**src/rtl/dot_product_sequencer_if.sv**
```systemverilog
// Job/phase handshake bundle between the host environment and the dot-product sequencer.
// "master" is the host side issuing jobs and answering phases; "slave" is the sequencer.
interface dot_product_sequencer_if;
    logic        cmd_valid;
    logic        cmd_ready;
    logic [31:0] cmd_a_addr;
    logic [31:0] cmd_b_addr;
    logic [31:0] cmd_out_addr;
    logic [31:0] cmd_len;
    logic        abort;

    logic        start_fetch;
    logic        start_compute;
    logic        start_write;
    logic        start_read;

    logic        fetch_done;
    logic        processing_done;
    logic        store_done;
    logic        read_done;
    logic [31:0] rdata_in;

    modport master (
        output cmd_valid, cmd_a_addr, cmd_b_addr, cmd_out_addr, cmd_len, abort,
        output fetch_done, processing_done, store_done, read_done, rdata_in,
        input  cmd_ready, start_fetch, start_compute, start_write, start_read
    );

    modport slave (
        input  cmd_valid, cmd_a_addr, cmd_b_addr, cmd_out_addr, cmd_len, abort,
        input  fetch_done, processing_done, store_done, read_done, rdata_in,
        output cmd_ready, start_fetch, start_compute, start_write, start_read
    );
endinterface

```
**src/rtl/dot_product_sequencer.sv**
```systemverilog
// Job-level controller: accepts one descriptor, then runs fetch/compute/write/read phases
// in order with a per-phase timeout, abort, sticky error code and a saturating job counter.
module dot_product_sequencer #(
    parameter int unsigned LEN_MAX = 64,
    parameter int unsigned TIMEOUT = 1024
) (
    input  logic                    clk,
    input  logic                    rst,
    dot_product_sequencer_if.slave  bus,
    output logic [31:0]             waddr_a,
    output logic [31:0]             waddr_b,
    output logic [31:0]             waddr_output,
    output logic [31:0]             vector_len_o,
    output logic                    busy,
    output logic [31:0]             result_data,
    output logic                    result_valid,
    output logic                    error,
    output logic [1:0]              err_code,
    output logic [15:0]             jobs_done
);

    localparam int unsigned CNT_W = (TIMEOUT > 2) ? $clog2(TIMEOUT) : 1;
    localparam logic [CNT_W-1:0] CNT_LAST = CNT_W'(TIMEOUT - 1);

    typedef enum logic [2:0] {
        S_IDLE,
        S_FETCH,
        S_COMPUTE,
        S_WRITE,
        S_READ,
        S_DONE,
        S_ERR
    } state_t;

    typedef enum logic [1:0] {
        ERR_NONE    = 2'd0,
        ERR_BAD_LEN = 2'd1,
        ERR_TIMEOUT = 2'd2,
        ERR_ABORTED = 2'd3
    } err_t;

    state_t           state;
    state_t           phase_next;
    logic             phase_done;
    logic             phase_active;
    logic [CNT_W-1:0] cnt;
    logic             len_bad;

    // Each phase listens only to its own completion flag.
    always_comb begin
        phase_done   = 1'b0;
        phase_next   = S_IDLE;
        phase_active = 1'b1;
        unique case (state)
            S_FETCH:   begin phase_done = bus.fetch_done;      phase_next = S_COMPUTE; end
            S_COMPUTE: begin phase_done = bus.processing_done; phase_next = S_WRITE;   end
            S_WRITE:   begin phase_done = bus.store_done;      phase_next = S_READ;    end
            S_READ:    begin phase_done = bus.read_done;       phase_next = S_DONE;    end
            default:   phase_active = 1'b0;
        endcase
    end

    assign len_bad = (bus.cmd_len == 32'd0) || (bus.cmd_len > 32'(LEN_MAX));

    // NOTE: every register below is assigned with <= so all updates land together on the
    // clock edge; blocking assignments here would let later lines see half-updated state.
    always_ff @(posedge clk or negedge rst) begin
        if (!rst) begin
            state             <= S_IDLE;
            cnt               <= '0;
            bus.cmd_ready     <= 1'b1;
            bus.start_fetch   <= 1'b0;
            bus.start_compute <= 1'b0;
            bus.start_write   <= 1'b0;
            bus.start_read    <= 1'b0;
            waddr_a           <= '0;
            waddr_b           <= '0;
            waddr_output      <= '0;
            vector_len_o      <= '0;
            busy              <= 1'b0;
            result_data       <= '0;
            result_valid      <= 1'b0;
            error             <= 1'b0;
            err_code          <= ERR_NONE;
            jobs_done         <= '0;
        end else begin
            bus.start_fetch   <= 1'b0;
            bus.start_compute <= 1'b0;
            bus.start_write   <= 1'b0;
            bus.start_read    <= 1'b0;
            result_valid      <= 1'b0;

            unique case (state)
                S_IDLE: begin
                    if (bus.cmd_valid) begin
                        waddr_a       <= bus.cmd_a_addr;
                        waddr_b       <= bus.cmd_b_addr;
                        waddr_output  <= bus.cmd_out_addr;
                        vector_len_o  <= bus.cmd_len;
                        bus.cmd_ready <= 1'b0;
                        error         <= 1'b0;
                        cnt           <= '0;
                        if (len_bad) begin
                            state    <= S_ERR;
                            err_code <= ERR_BAD_LEN;
                        end else begin
                            state           <= S_FETCH;
                            err_code        <= ERR_NONE;
                            busy            <= 1'b1;
                            bus.start_fetch <= 1'b1;
                        end
                    end
                end

                S_FETCH, S_COMPUTE, S_WRITE, S_READ: begin
                    // cnt==0 marks the strobe cycle, where a stale done flag must be ignored.
                    if (bus.abort) begin
                        state    <= S_ERR;
                        err_code <= ERR_ABORTED;
                        busy     <= 1'b0;
                    end else if (phase_active && phase_done && (cnt != '0)) begin
                        state             <= phase_next;
                        cnt               <= '0;
                        bus.start_compute <= (phase_next == S_COMPUTE);
                        bus.start_write   <= (phase_next == S_WRITE);
                        bus.start_read    <= (phase_next == S_READ);
                        if (phase_next == S_DONE) begin
                            busy         <= 1'b0;
                            result_data  <= bus.rdata_in;
                            result_valid <= 1'b1;
                            if (jobs_done != 16'hFFFF) begin
                                jobs_done <= jobs_done + 16'd1;
                            end
                        end
                    end else if (cnt == CNT_LAST) begin
                        state    <= S_ERR;
                        err_code <= ERR_TIMEOUT;
                        busy     <= 1'b0;
                    end else begin
                        cnt <= cnt + CNT_W'(1);
                    end
                end

                S_DONE: begin
                    state         <= S_IDLE;
                    bus.cmd_ready <= 1'b1;
                end

                S_ERR: begin
                    state         <= S_IDLE;
                    error         <= 1'b1;
                    bus.cmd_ready <= 1'b1;
                end

                default: begin
                    state         <= S_IDLE;
                    busy          <= 1'b0;
                    bus.cmd_ready <= 1'b1;
                end
            endcase
        end
    end

endmodule

```
**src/flat_wrapper.sv**
```systemverilog
// flat-port wrapper written by rule: the top's interface ports become plain ports
module dot_product_sequencer_flat 
#(
    parameter int unsigned LEN_MAX = 64,
    parameter int unsigned TIMEOUT = 1024
)
  (clk, rst, waddr_a, waddr_b, waddr_output, vector_len_o, busy, result_data, result_valid, error, err_code, jobs_done, bus_cmd_valid, bus_cmd_a_addr, bus_cmd_b_addr, bus_cmd_out_addr, bus_cmd_len, bus_abort, bus_fetch_done, bus_processing_done, bus_store_done, bus_read_done, bus_rdata_in, bus_cmd_ready, bus_start_fetch, bus_start_compute, bus_start_write, bus_start_read);
  dot_product_sequencer_if bus_i ();
  input  logic clk;
  input  logic rst;
  output logic [31:0] waddr_a;
  output logic [31:0] waddr_b;
  output logic [31:0] waddr_output;
  output logic [31:0] vector_len_o;
  output logic busy;
  output logic [31:0] result_data;
  output logic result_valid;
  output logic error;
  output logic [1:0] err_code;
  output logic [15:0] jobs_done;
  input wire logic [$bits(bus_i.cmd_valid)-1:0] bus_cmd_valid;
  input wire logic [$bits(bus_i.cmd_a_addr)-1:0] bus_cmd_a_addr;
  input wire logic [$bits(bus_i.cmd_b_addr)-1:0] bus_cmd_b_addr;
  input wire logic [$bits(bus_i.cmd_out_addr)-1:0] bus_cmd_out_addr;
  input wire logic [$bits(bus_i.cmd_len)-1:0] bus_cmd_len;
  input wire logic [$bits(bus_i.abort)-1:0] bus_abort;
  input wire logic [$bits(bus_i.fetch_done)-1:0] bus_fetch_done;
  input wire logic [$bits(bus_i.processing_done)-1:0] bus_processing_done;
  input wire logic [$bits(bus_i.store_done)-1:0] bus_store_done;
  input wire logic [$bits(bus_i.read_done)-1:0] bus_read_done;
  input wire logic [$bits(bus_i.rdata_in)-1:0] bus_rdata_in;
  output wire logic [$bits(bus_i.cmd_ready)-1:0] bus_cmd_ready;
  output wire logic [$bits(bus_i.start_fetch)-1:0] bus_start_fetch;
  output wire logic [$bits(bus_i.start_compute)-1:0] bus_start_compute;
  output wire logic [$bits(bus_i.start_write)-1:0] bus_start_write;
  output wire logic [$bits(bus_i.start_read)-1:0] bus_start_read;
  assign bus_i.cmd_valid = bus_cmd_valid;
  assign bus_i.cmd_a_addr = bus_cmd_a_addr;
  assign bus_i.cmd_b_addr = bus_cmd_b_addr;
  assign bus_i.cmd_out_addr = bus_cmd_out_addr;
  assign bus_i.cmd_len = bus_cmd_len;
  assign bus_i.abort = bus_abort;
  assign bus_i.fetch_done = bus_fetch_done;
  assign bus_i.processing_done = bus_processing_done;
  assign bus_i.store_done = bus_store_done;
  assign bus_i.read_done = bus_read_done;
  assign bus_i.rdata_in = bus_rdata_in;
  assign bus_cmd_ready = bus_i.cmd_ready;
  assign bus_start_fetch = bus_i.start_fetch;
  assign bus_start_compute = bus_i.start_compute;
  assign bus_start_write = bus_i.start_write;
  assign bus_start_read = bus_i.start_read;
  dot_product_sequencer #(.LEN_MAX(LEN_MAX), .TIMEOUT(TIMEOUT)) u_core (.clk(clk), .rst(rst), .bus(bus_i), .waddr_a(waddr_a), .waddr_b(waddr_b), .waddr_output(waddr_output), .vector_len_o(vector_len_o), .busy(busy), .result_data(result_data), .result_valid(result_valid), .error(error), .err_code(err_code), .jobs_done(jobs_done));
endmodule
```
**config.mk**
```make
export PLATFORM = sky130hd
export DESIGN_NAME = dot_product_sequencer_flat
export DESIGN_NICKNAME = d
export VERILOG_FILES = /design/src/rtl/dot_product_sequencer_if.sv /design/src/rtl/dot_product_sequencer.sv /design/src/flat_wrapper.sv
export SDC_FILE = /design/constraint.sdc
export NUM_CORES = 1
export LEC_CHECK = 0
export CORE_ASPECT_RATIO = 0.6
export CORE_MARGIN = 1
export CORE_UTILIZATION = 43
export DETAILED_ROUTE_END_ITERATION = 16
export PLACE_DENSITY = 0.81
export REMOVE_ABC_BUFFERS = 1
export SYNTH_ARGS = -nofsm -noshare
export SYNTH_HDL_FRONTEND = slang
export SYNTH_SLANG_ARGS = --single-unit
```
**constraint.sdc**
```tcl
create_clock -name clk -period 2.4 [get_ports clk]
set_clock_uncertainty 0.15 [all_clocks]
set_input_delay 0.48 -clock clk [delete_from_list [all_inputs] [get_ports clk]]
set_output_delay 0.48 -clock clk [all_outputs]
set_load 0.02 [all_outputs]
```
; Word level (Yosys, flattened, before mapping)
; Index checks and enable logic that the tools add are counted.
[word_totals]
latchBits = 0
elab_cells = 108
ff_bits = 199
romBits = 0
memories = 0
ram_bits = 0
[op_classes]
addsub = 2
mux = 46
eq_ne = 20
n_bitwise = 3
shifts = 0
mul = 0
reduce_logical = 19
n_div = 0
n_lt_le_gt_ge = 1
[ops]
columns = cell, count
row1 = 2-to-1 mux 10 bit, 4
row2 = > comparator 32 x 7 -> 1 bit (second input constant), 1
row3 = zero test 32 bit, 1
row4 = 2-to-1 mux 1 bit, 25
row5 = one-hot mux 10 bit (2 select lines), 1
row6 = adder 16 x 1 -> 16 bit (second input constant), 1
row7 = inequality test 16 bit (second input constant), 1
row8 = equality test 3 bit (second input constant), 5
row9 = 2-to-1 mux 3 bit, 5
row10 = equality test 3 x 2 -> 1 bit (second input constant), 4
row11 = one-hot mux 3 bit (4 select lines), 1
row12 = AND reduction 4 bit, 3
row13 = adder 10 x 1 -> 10 bit (second input constant), 1
row14 = equality test 10 bit (second input constant), 1
row15 = AND reduction 5 bit, 2
row16 = nonzero test 10 bit, 1
row17 = 2-to-1 mux 2 bit, 4
row18 = AND reduction 2 bit, 4
row19 = inequality test 2 bit (second input constant), 3
row20 = one-hot mux 3 bit (2 select lines), 1
row21 = inequality test 4 x 1 -> 1 bit (second input constant), 1
row22 = inequality test 4 bit (second input constant), 1
row23 = one-hot mux 1 bit (2 select lines), 2
row24 = one-hot mux 1 bit (4 select lines), 1
row25 = 13 further kinds, 17

; Longest topological paths before layout
; Gate-level depths: netlist of the first run.
[logic_depth]
ltp_word = 8
depth_mapped = 9

; Worst setup path after synthesis of the first run
; OpenSTA, ideal clock, no wires.
[synth_path]
path_type = register to register
startpoint = register u_core.cnt[0]
endpoint = register u_core.result_data[0]
slack_ns = 0.279
arrival_ns = 1.847
setup_ns = 0.125
path_stages_with_launch = 7
n_path_buf = 1
t_required_ns = 2.125
cell_sequence = dfrtp_1 > inv_1 > ha_1 > nor3b_1 > a311oi_4 > buf_2 > mux2_2
[synth_between]
elab_chain_len = 3
[synth_rtl]
columns = element, line
row1 = "start, declared", dot_product_sequencer.sv:46  ; logic [CNT_W-1:0] cnt;
row2 = "start signal, assigned", dot_product_sequencer.sv:140  ; cnt <= cnt + CNT_W'(1);
row3 = nonzero test 10 bit, dot_product_sequencer.sv:121  ; end else if (phase_active && phase_done && (cnt != '0)) begin
row4 = logical AND 1 bit, dot_product_sequencer.sv:121
row5 = AND reduction 4 bit (no line), n/a
row6 = "end signal, assigned", dot_product_sequencer.sv:129  ; result_data <= bus.rdata_in;
row7 = "end, declared", dot_product_sequencer.sv:15  ; output logic [31:0] result_data,
; No other way between the ends.
; A chain may end at the register's enable or synchronous reset.

; Final worst setup path of the first run
[layout_path]
startpoint = input bus_cmd_len[7]
endpoint = register u_core.state[1]
[layout_between]
elab_chain_len = 5
word_cells_on_any_way = 6
classes_between = 1 x order compare / 3 x mux / 2 x reduce/logical
[layout_rtl]
columns = element, line
row1 = "start, declared", flat_wrapper.sv:25  ; input wire logic [$bits(bus_i.cmd_len)-1:0] bus_cmd_len;
row2 = > comparator 32 x 7 -> 1 bit / zero test 32 bit (equally long branches), dot_product_sequencer.sv:63  ; assign len_bad = (bus.cmd_len == 32'd0) || (bus.cmd_len > 32'(LEN_MAX));
row3 = logical OR 1 bit *, dot_product_sequencer.sv:63
row4 = 2-to-1 mux 3 bit *, dot_product_sequencer.sv:103  ; if (len_bad) begin
row5 = 2-to-1 mux 3 bit *, dot_product_sequencer.sv:95  ; if (bus.cmd_valid) begin
row6 = one-hot mux 3 bit (2 select lines) *, dot_product_sequencer.sv:93  ; unique case (state)
row7 = "end signal, assigned", dot_product_sequencer.sv:122  ; state <= phase_next;
row8 = "end, declared", dot_product_sequencer.sv:42  ; state_t state;
; Mark *: on every way between the ends. The rest lies on a longest branch, timed or not. The select of a mux whose other input is x is not followed.

==> results of run 1 <==
-- flip-flops by register name (all words and copies together), names as in the netlist, 2 cells and up --
register             count
u_core.result_data      32
u_core.vector_len_o     32
u_core.waddr_a          32
u_core.waddr_b          32
u_core.waddr_output     32
u_core.jobs_done        16
u_core.cnt              10
u_core.state             3
u_core.err_code          2
-- stage by stage --
stage          setup WS (ns)  cell area [sq um]  TNS (ns)  total power [mW]
2_1_floorplan          -3.95               8030   -448.23              9.05
3_3_place_gp          -0.413              12400     -3.53              12.9
3_5_place_dp          -0.420              12400     -5.74              13.1
4_1_cts               0.0239              13000         0              16.1
5_1_grt             -0.00344              13100  -0.00344              17.0
6_report              0.0923              13100         0              16.1
-- where the power goes --
part           switching [mW]  internal, mW  total [mW]
combinational            4.05          3.59        7.64
clock                    1.35          1.63        2.98
sequential              0.799          4.66        5.46
total                    6.20          9.88        16.1
-- cell families after synthesis --
logic type	synth area share, %
adders and majority gates	0.457
AOI/OAI and AO/OA	4.66
buffers and inverters	2.77
muxes	4.77
xor gates and xnor gates	1.81
and+or+nand+nor	24.9
DFF	60.6
-- synthesized netlist by cell type, drive strengths merged (2+ instances only) --
cell,n
clkbuf,19
nor4,7
or3,4
nand3,13
xnor2,12
nor3,9
nand4bb,2
nand2b,2
nor4b,3
dfrtp,198
nor2b,3
o22ai,4
inv,11
ha,3
a21oi,15
nor2,18
and4,4
buf,23
nand4,9
mux2,33
a31oi,2
xor2,5
or2,2
o211a,2
o21ai,8
a41oi,3
o21bai,2
nand2,408
and3,4
mux2i,2
-- worst register-to-register path, delay by kind of cell (launching register included) --
| kind | cells | cell delay (ns) |
|---|---|---|
| flops | 1 | 0.39 |
| buf+inv | 2 | 0.22 |
| fa+ha+maj | 1 | 0.21 |
| simple gates | 1 | 0.18 |
| compound gates | 4 | 1.07 |
-- what timing repair did --
item                                   4_1_cts  5_1_grt
setup endpoints to repair                    0       42
hold buffers                                 1        0
resized for setup                            0        4
buffers inserted                             0        3
endpoints found under the hold margin       54        0
-- layout by cell type (no fill, tap or decap), drive strengths merged, types with 4 or more instances in the layout --
master,synthesis,final
xnor2,12,12
mux2,33,33
clkbuf,19,22
a21oi,15,15
clkdlybuf4s50,0,352
inv,11,17
and3,4,4
buf,23,57
nand4,9,9
or3,4,4
and4,4,4
o22ai,4,4
nor3,9,9
nand3,13,13
nor2,18,18
xor2,5,5
nor4,7,7
dfrtp,198,198
o21ai,8,8
nand2,408,408
-- cell type report --
cell class,instances,share of cell area [%]
antenna,1,0.0191
inverter,11,0.316
multi-input combinational,600,23.3
timing repair buffer,412,31.3
tap,240,2.30
sequential,199,38.1
clock inverter,12,1.18
clock buffer,20,3.49
-- metal layers --
layer,vias up,track usage [%],share of wire [%]
met5,-,0,0.049
met4,2,8.97,2.3
met3,41,7.35,6.8
met2,277,45.3,48
met1,3601,35.4,43
li1,3534,-,-
-- final timing paths --
check	start	to	slack, ns
max	bus_cmd_len[7]	u_core.state[1]$_DFFE_PN0P_	0.09
min	u_core.waddr_b[24]$_DFFE_PN0P_	u_core.waddr_b[24]$_DFFE_PN0P_	0.32
max reg2reg	u_core.cnt[0]$_DFFE_PN0P_	u_core.busy$_DFFE_PN0P_	0.10
min reg2reg	u_core.waddr_b[24]$_DFFE_PN0P_	u_core.waddr_b[24]$_DFFE_PN0P_	0.32
max in group asynchronous	rst	u_core.waddr_a[26]$_DFFE_PN0P_	0.89
min in group asynchronous	rst	u_core.bus.start_compute$_DFF_PN0_	0.45
==> qor.csv, run 1 <==
stage,metric,value,unit
synth,syn_area_per_cell,9.65,sq um
routing,drt_iter0_markers,528,
global_routing,overflow,0,
hold_path,holdPathStages,2,
worst_setup_path,required,2.56,ns
synth,ys_seq_elements,199,
die,fp.dieW,180,microns
synth,yosys_warnings,0,
synth,synth_cells,852,
die,die_h,109,microns
cells_and_area,syn_to_final_growth,59.2,%
synth,syn_area,8220,sq um
clock_tree,htreeDepth,4,
worst_setup_path,arrival,2.46,ns
placement,gp_congestion,0.871,
worst_setup_path,cp-end-kind,register,
synth,ys.flop_type,dfrtp_1,
timing,max_freq,433,MHz
placement,place_inst,1457,
die,fp-row-count,38,
cells_and_area,postLayoutCoreUtil,71.1,%
global_routing,grt_pass1_wl,41.0,mm
synth,synth.top_cell.area_share,60.3,%
clock_tree,clock-sinks,199,
timing,hold_viol_final,0,
die,dieArea,19700,sq um
die,ios,354,
synth,yosysUniqueCellTypes,60,
cells_and_area,fillers,1367,
hold_path,holdCritPathClass,register to register,
routing,via_per_inst,4.99,
routing,ant_nets,0,
global_routing,grt_max_degree,94,
routing,remaining_drc_errors,0,
synth,synth_edf_count,0,
worst_setup_path,r2r_cells,8,
timing,slew_violations,0,
clock_tree,clockRootBuffer,clkbuf_16,
cells_and_area,regArea,4980,sq um
timing,slew_headroom,63.9,%
power,p_leak,6.15,nW
synth,ys_seq_area_share,60.6,%
timing,setup_violations,0,
worst_setup_path,path_buf_inv,2,
routing,vias,7455,
outcome,status,"finished, final reports clean",
worst_setup_path,worst_path_max_delay_cell,clkdlybuf4s50_1,
timing,period_share,96.2,%
job,drv_cap,0,
routing,wl_per_cell,17.7,microns
power,ir_drop,609,uV
placement,portBuffers,353,
worst_setup_path,cpPeakStageDelay,0.47,ns
worst_setup_path,worstPathCellList,"clkdlybuf4s50_1, nor4_2, buf_4, and4_1, nand4_1, a211o_1, mux2_1",
worst_setup_path,worst-setup-path-type,input pin to register,
cells_and_area,multi_input_area,3040,sq um
synth,synth_top_cell_by_area,dfrtp_1,
placement,hpwl,19.7,mm
synth,netlist_top_cells_area,"dfrtp_1 (60%), nand2_1 (19%), mux2_2 (4.4%), xnor2_1 (1.3%), buf_2 (1.2%)",
routing,dr.pass1.iters,5,
global_routing,grt_pass1_vias,7449,
clock_tree,clk_latency,0.42,ns
worst_setup_path,cp_num_cells,7,
worst_setup_path,cp-start-kind,input pin,
timing,fin_hold_ws,0.321,ns
clock_tree,clock_path_buffers,2,
cells_and_area,fin_nets,1412,
die,core,18400,sq um
global_routing,antenna_found_initial,2,
worst_setup_path,path_delay_family,simple AND/OR/NAND/NOR gates,
clock_tree,cts-buffers-inserted,17,
synth,synth-async-reset-ratio,100,%
worst_setup_path,cp_max_fo,3,
cells_and_area,stdcell_count,1495,
clock_tree,path_clk_slew,0.07,ns
global_routing,grt_use_total,27.4,%
routing,routed_wl,26.5,mm
timing,tightest_slew,0.541,ns
power,power_density,1230,nW/um^2
clock_tree,cts_tree,yes,
timing,fin_crit,2.31,ns
cells_and_area,drive_gt1_share,11.1,%
die,initial_core_util,44.7,%
(Power assumes the default switching activity.)
==> run 2: changes to the inputs <==
Settings changed: CAP_MARGIN set to 10, CORE_MARGIN 1 to 2.
==> run 2 against run 1 <==
- routed wire length rose by 0.27%
- sequential cell count did not move
- final cell count rose by 0.13%
- largest power group unchanged
- hold slack improved by 0.0021 ns
- via count rose by 0.44%
- sequential power barely moved
- sequential share of layout area rose by 0.20 points
- critical path depth fell by 1
- fmax rose by 0.43%
==> qor.csv, run 2 (synthesis gave the netlist of run 1 again) <==
stage,metric,value,unit
power,ir_drop,630,uV
routing,wl_per_cell,17.8,microns
timing,rsz0062_at_grt,false,
die,initial_core_util,43.5,%
job,drv_cap,0,
global_routing,use_met1,34.8,%
global_routing,use_met3,9.46,%
die,fp-row-count,39,
worst_setup_path,required,2.60,ns
worst_setup_path,cp-end-kind,register,
global_routing,busiest_layer,met2,
timing,slew_violations,0,
placement,hpwl,19.6,mm
placement,portBuffers,353,
routing,dr.pass1.iters,5,
placement,gp_congestion,0.879,
worst_setup_path,cp-start-kind,register,
timing,max_freq,435,MHz
routing,ant_nets,0,
routing,via_per_inst,5.00,
global_routing,grt_pass1_vias,7522,
routing,vias,7488,
clock_tree,clock-sinks,199,
clock_tree,htreeDepth,4,
clock_tree,clockRootBuffer,clkbuf_16,
global_routing,grt_max_degree,78,
die,dieArea,20300,sq um
global_routing,grt_use_total,26.8,%
global_routing,met2_usage,41.5,%
timing,setup_violations,0,
outcome,status,"finished, final reports clean",
routing,routed_wl,26.6,mm
clock_tree,cts_tree,yes,
timing,fin_crit,2.30,ns
die,fp.dieW,182,microns
cells_and_area,fillers,1411,
cells_and_area,fin_nets,1408,
worst_setup_path,worst-setup-path-type,register to register,
die,core,18900,sq um
timing,fin_tns_setup,0,ns
clock_tree,clk_latency,0.43,ns
hold_path,holdCritPathClass,register to register,
clock_tree,clock_path_buffers,2,
timing,tightest_slew,0.596,ns
power,p_leak,6.11,nW
cells_and_area,final_common_cell,nand2_1,
global_routing,overflow,0,
timing,period_share,95.7,%
clock_tree,cts-buffers-inserted,17,
die,die_h,111,microns
cells_and_area,postLayoutCoreUtil,68.9,%
timing,slew_headroom,60.0,%
global_routing,antenna_found_initial,1,
clock_tree,path_clk_slew,0.07,ns
worst_setup_path,arrival,2.50,ns
power,power_density,1220,nW/um^2
routing,remaining_drc_errors,0,
routing,drt_iter0_markers,638,
cells_and_area,syn_to_final_growth,58.3,%
global_routing,grt_pass1_wl,41.9,mm
timing,hold_viol_final,0,
worst_setup_path,cp_max_fo,16,
die,ios,354,
cells_and_area,layout_common_cells,"nand2_1 (407), clkdlybuf4s50_1 (352), dfrtp_1 (198)",
cells_and_area,drive_gt1_share,10.7,%
[run 2: changes by cell type in the layout (fill, tap and decap cells not counted)]
cell       previous run  this run
buf_4                49        46
inv_8                 3         0
clkbuf_8              3         5
clkinv_2              0         2
buf_12                8         7
bufinv_16             2         1
clkbuf_1              1         2
inv_6                 3         2
nand3_1              12        11
nand3_2               1         2
nor4b_1               2         3
nor4b_2               1         0
[run 2: path summary, 6_finish.rpt]
kind | start | to | slack (ns) | depth (start not counted)
setup reg to reg | u_core.state[0]$_DFFE_PN0P_ | u_core.state[0]$_DFFE_PN0P_ | 0.10 | 6
hold reg to reg | u_core.waddr_b[11]$_DFFE_PN0P_ | u_core.waddr_b[11]$_DFFE_PN0P_ | 0.32 | 2
min in group asynchronous | rst | u_core.vector_len_o[8]$_DFFE_PN0P_ | 0.43 | 2
setup / recovery | u_core.state[0]$_DFFE_PN0P_ | u_core.state[0]$_DFFE_PN0P_ | 0.10 | 6
max in group asynchronous | rst | u_core.bus.cmd_ready$_DFFE_PN1P_ | 0.94 | 3
hold / removal | u_core.waddr_b[11]$_DFFE_PN0P_ | u_core.waddr_b[11]$_DFFE_PN0P_ | 0.32 | 2
[run 2: what timing repair did]
action                                  CTS  global route
endpoints found under the setup margin    0            52
gates resized for setup                   0             4
hold buffers                              1             0
endpoints found under the hold margin    54             0
buffers inserted                          0             2
[run 2: layout make-up]
cell class | count | area, sq um | share of cell area [%]
clock inverter | 9 | 91.3 | 0.702
sequential | 199 | 4980 | 38.3
clock buffer | 23 | 488 | 3.75
antenna | 1 | 2.50 | 0.0192
tap | 246 | 308 | 2.37
inverter | 11 | 41.3 | 0.317
timing repair buffer | 408 | 4060 | 31.2
multi-input combinational | 600 | 3040 | 23.4
[run 2: worst max-delay path, stage by stage (launching register included)]
cell and delay (ns):
dfrtp_1 0.67, or2_2 0.28, nor3_1 0.08, or3_1 0.42, buf_4 0.18, a311o_1 0.27, a32oi_1 0.16
[run 2: where the power goes]
group | leakage [nW] | switching [mW] | internal [mW]
Clock | 0.284 | 1.29 | 1.55
Sequential | 2.54 | 0.797 | 4.66
Combinational | 3.29 | 4.03 | 3.55
Total | 6.11 | 6.12 | 9.76
[run 2: routing by layer]
metal	wire [microns]	up-vias
li1	-	3527
met1	11300	3604
met2	12100	312
met3	2400	45
met4	779	0
met5	0	-
[run 2: through the flow]
stage	power [mW]	worst slack [ns]	instances	area (sq um)	hold WS [ns]
detailed placement	13.0	-0.430	1460	12300	0.311
finish	15.9	0.102	1497	13000	0.323
global route	16.8	0.0148	1497	13000	0.350
floorplan	9.05	-3.95	810	8030	0.0344
global placement	12.8	-0.388	1460	12300	0.307
CTS	15.9	0.0280	1493	12900	0.328
==> run 3: changes to the inputs <==
Settings changed: SLEW_MARGIN set to 10.
==> results of run 3 <==
Same layout as run 2: the final DEF is identical, and so are final timing and power.
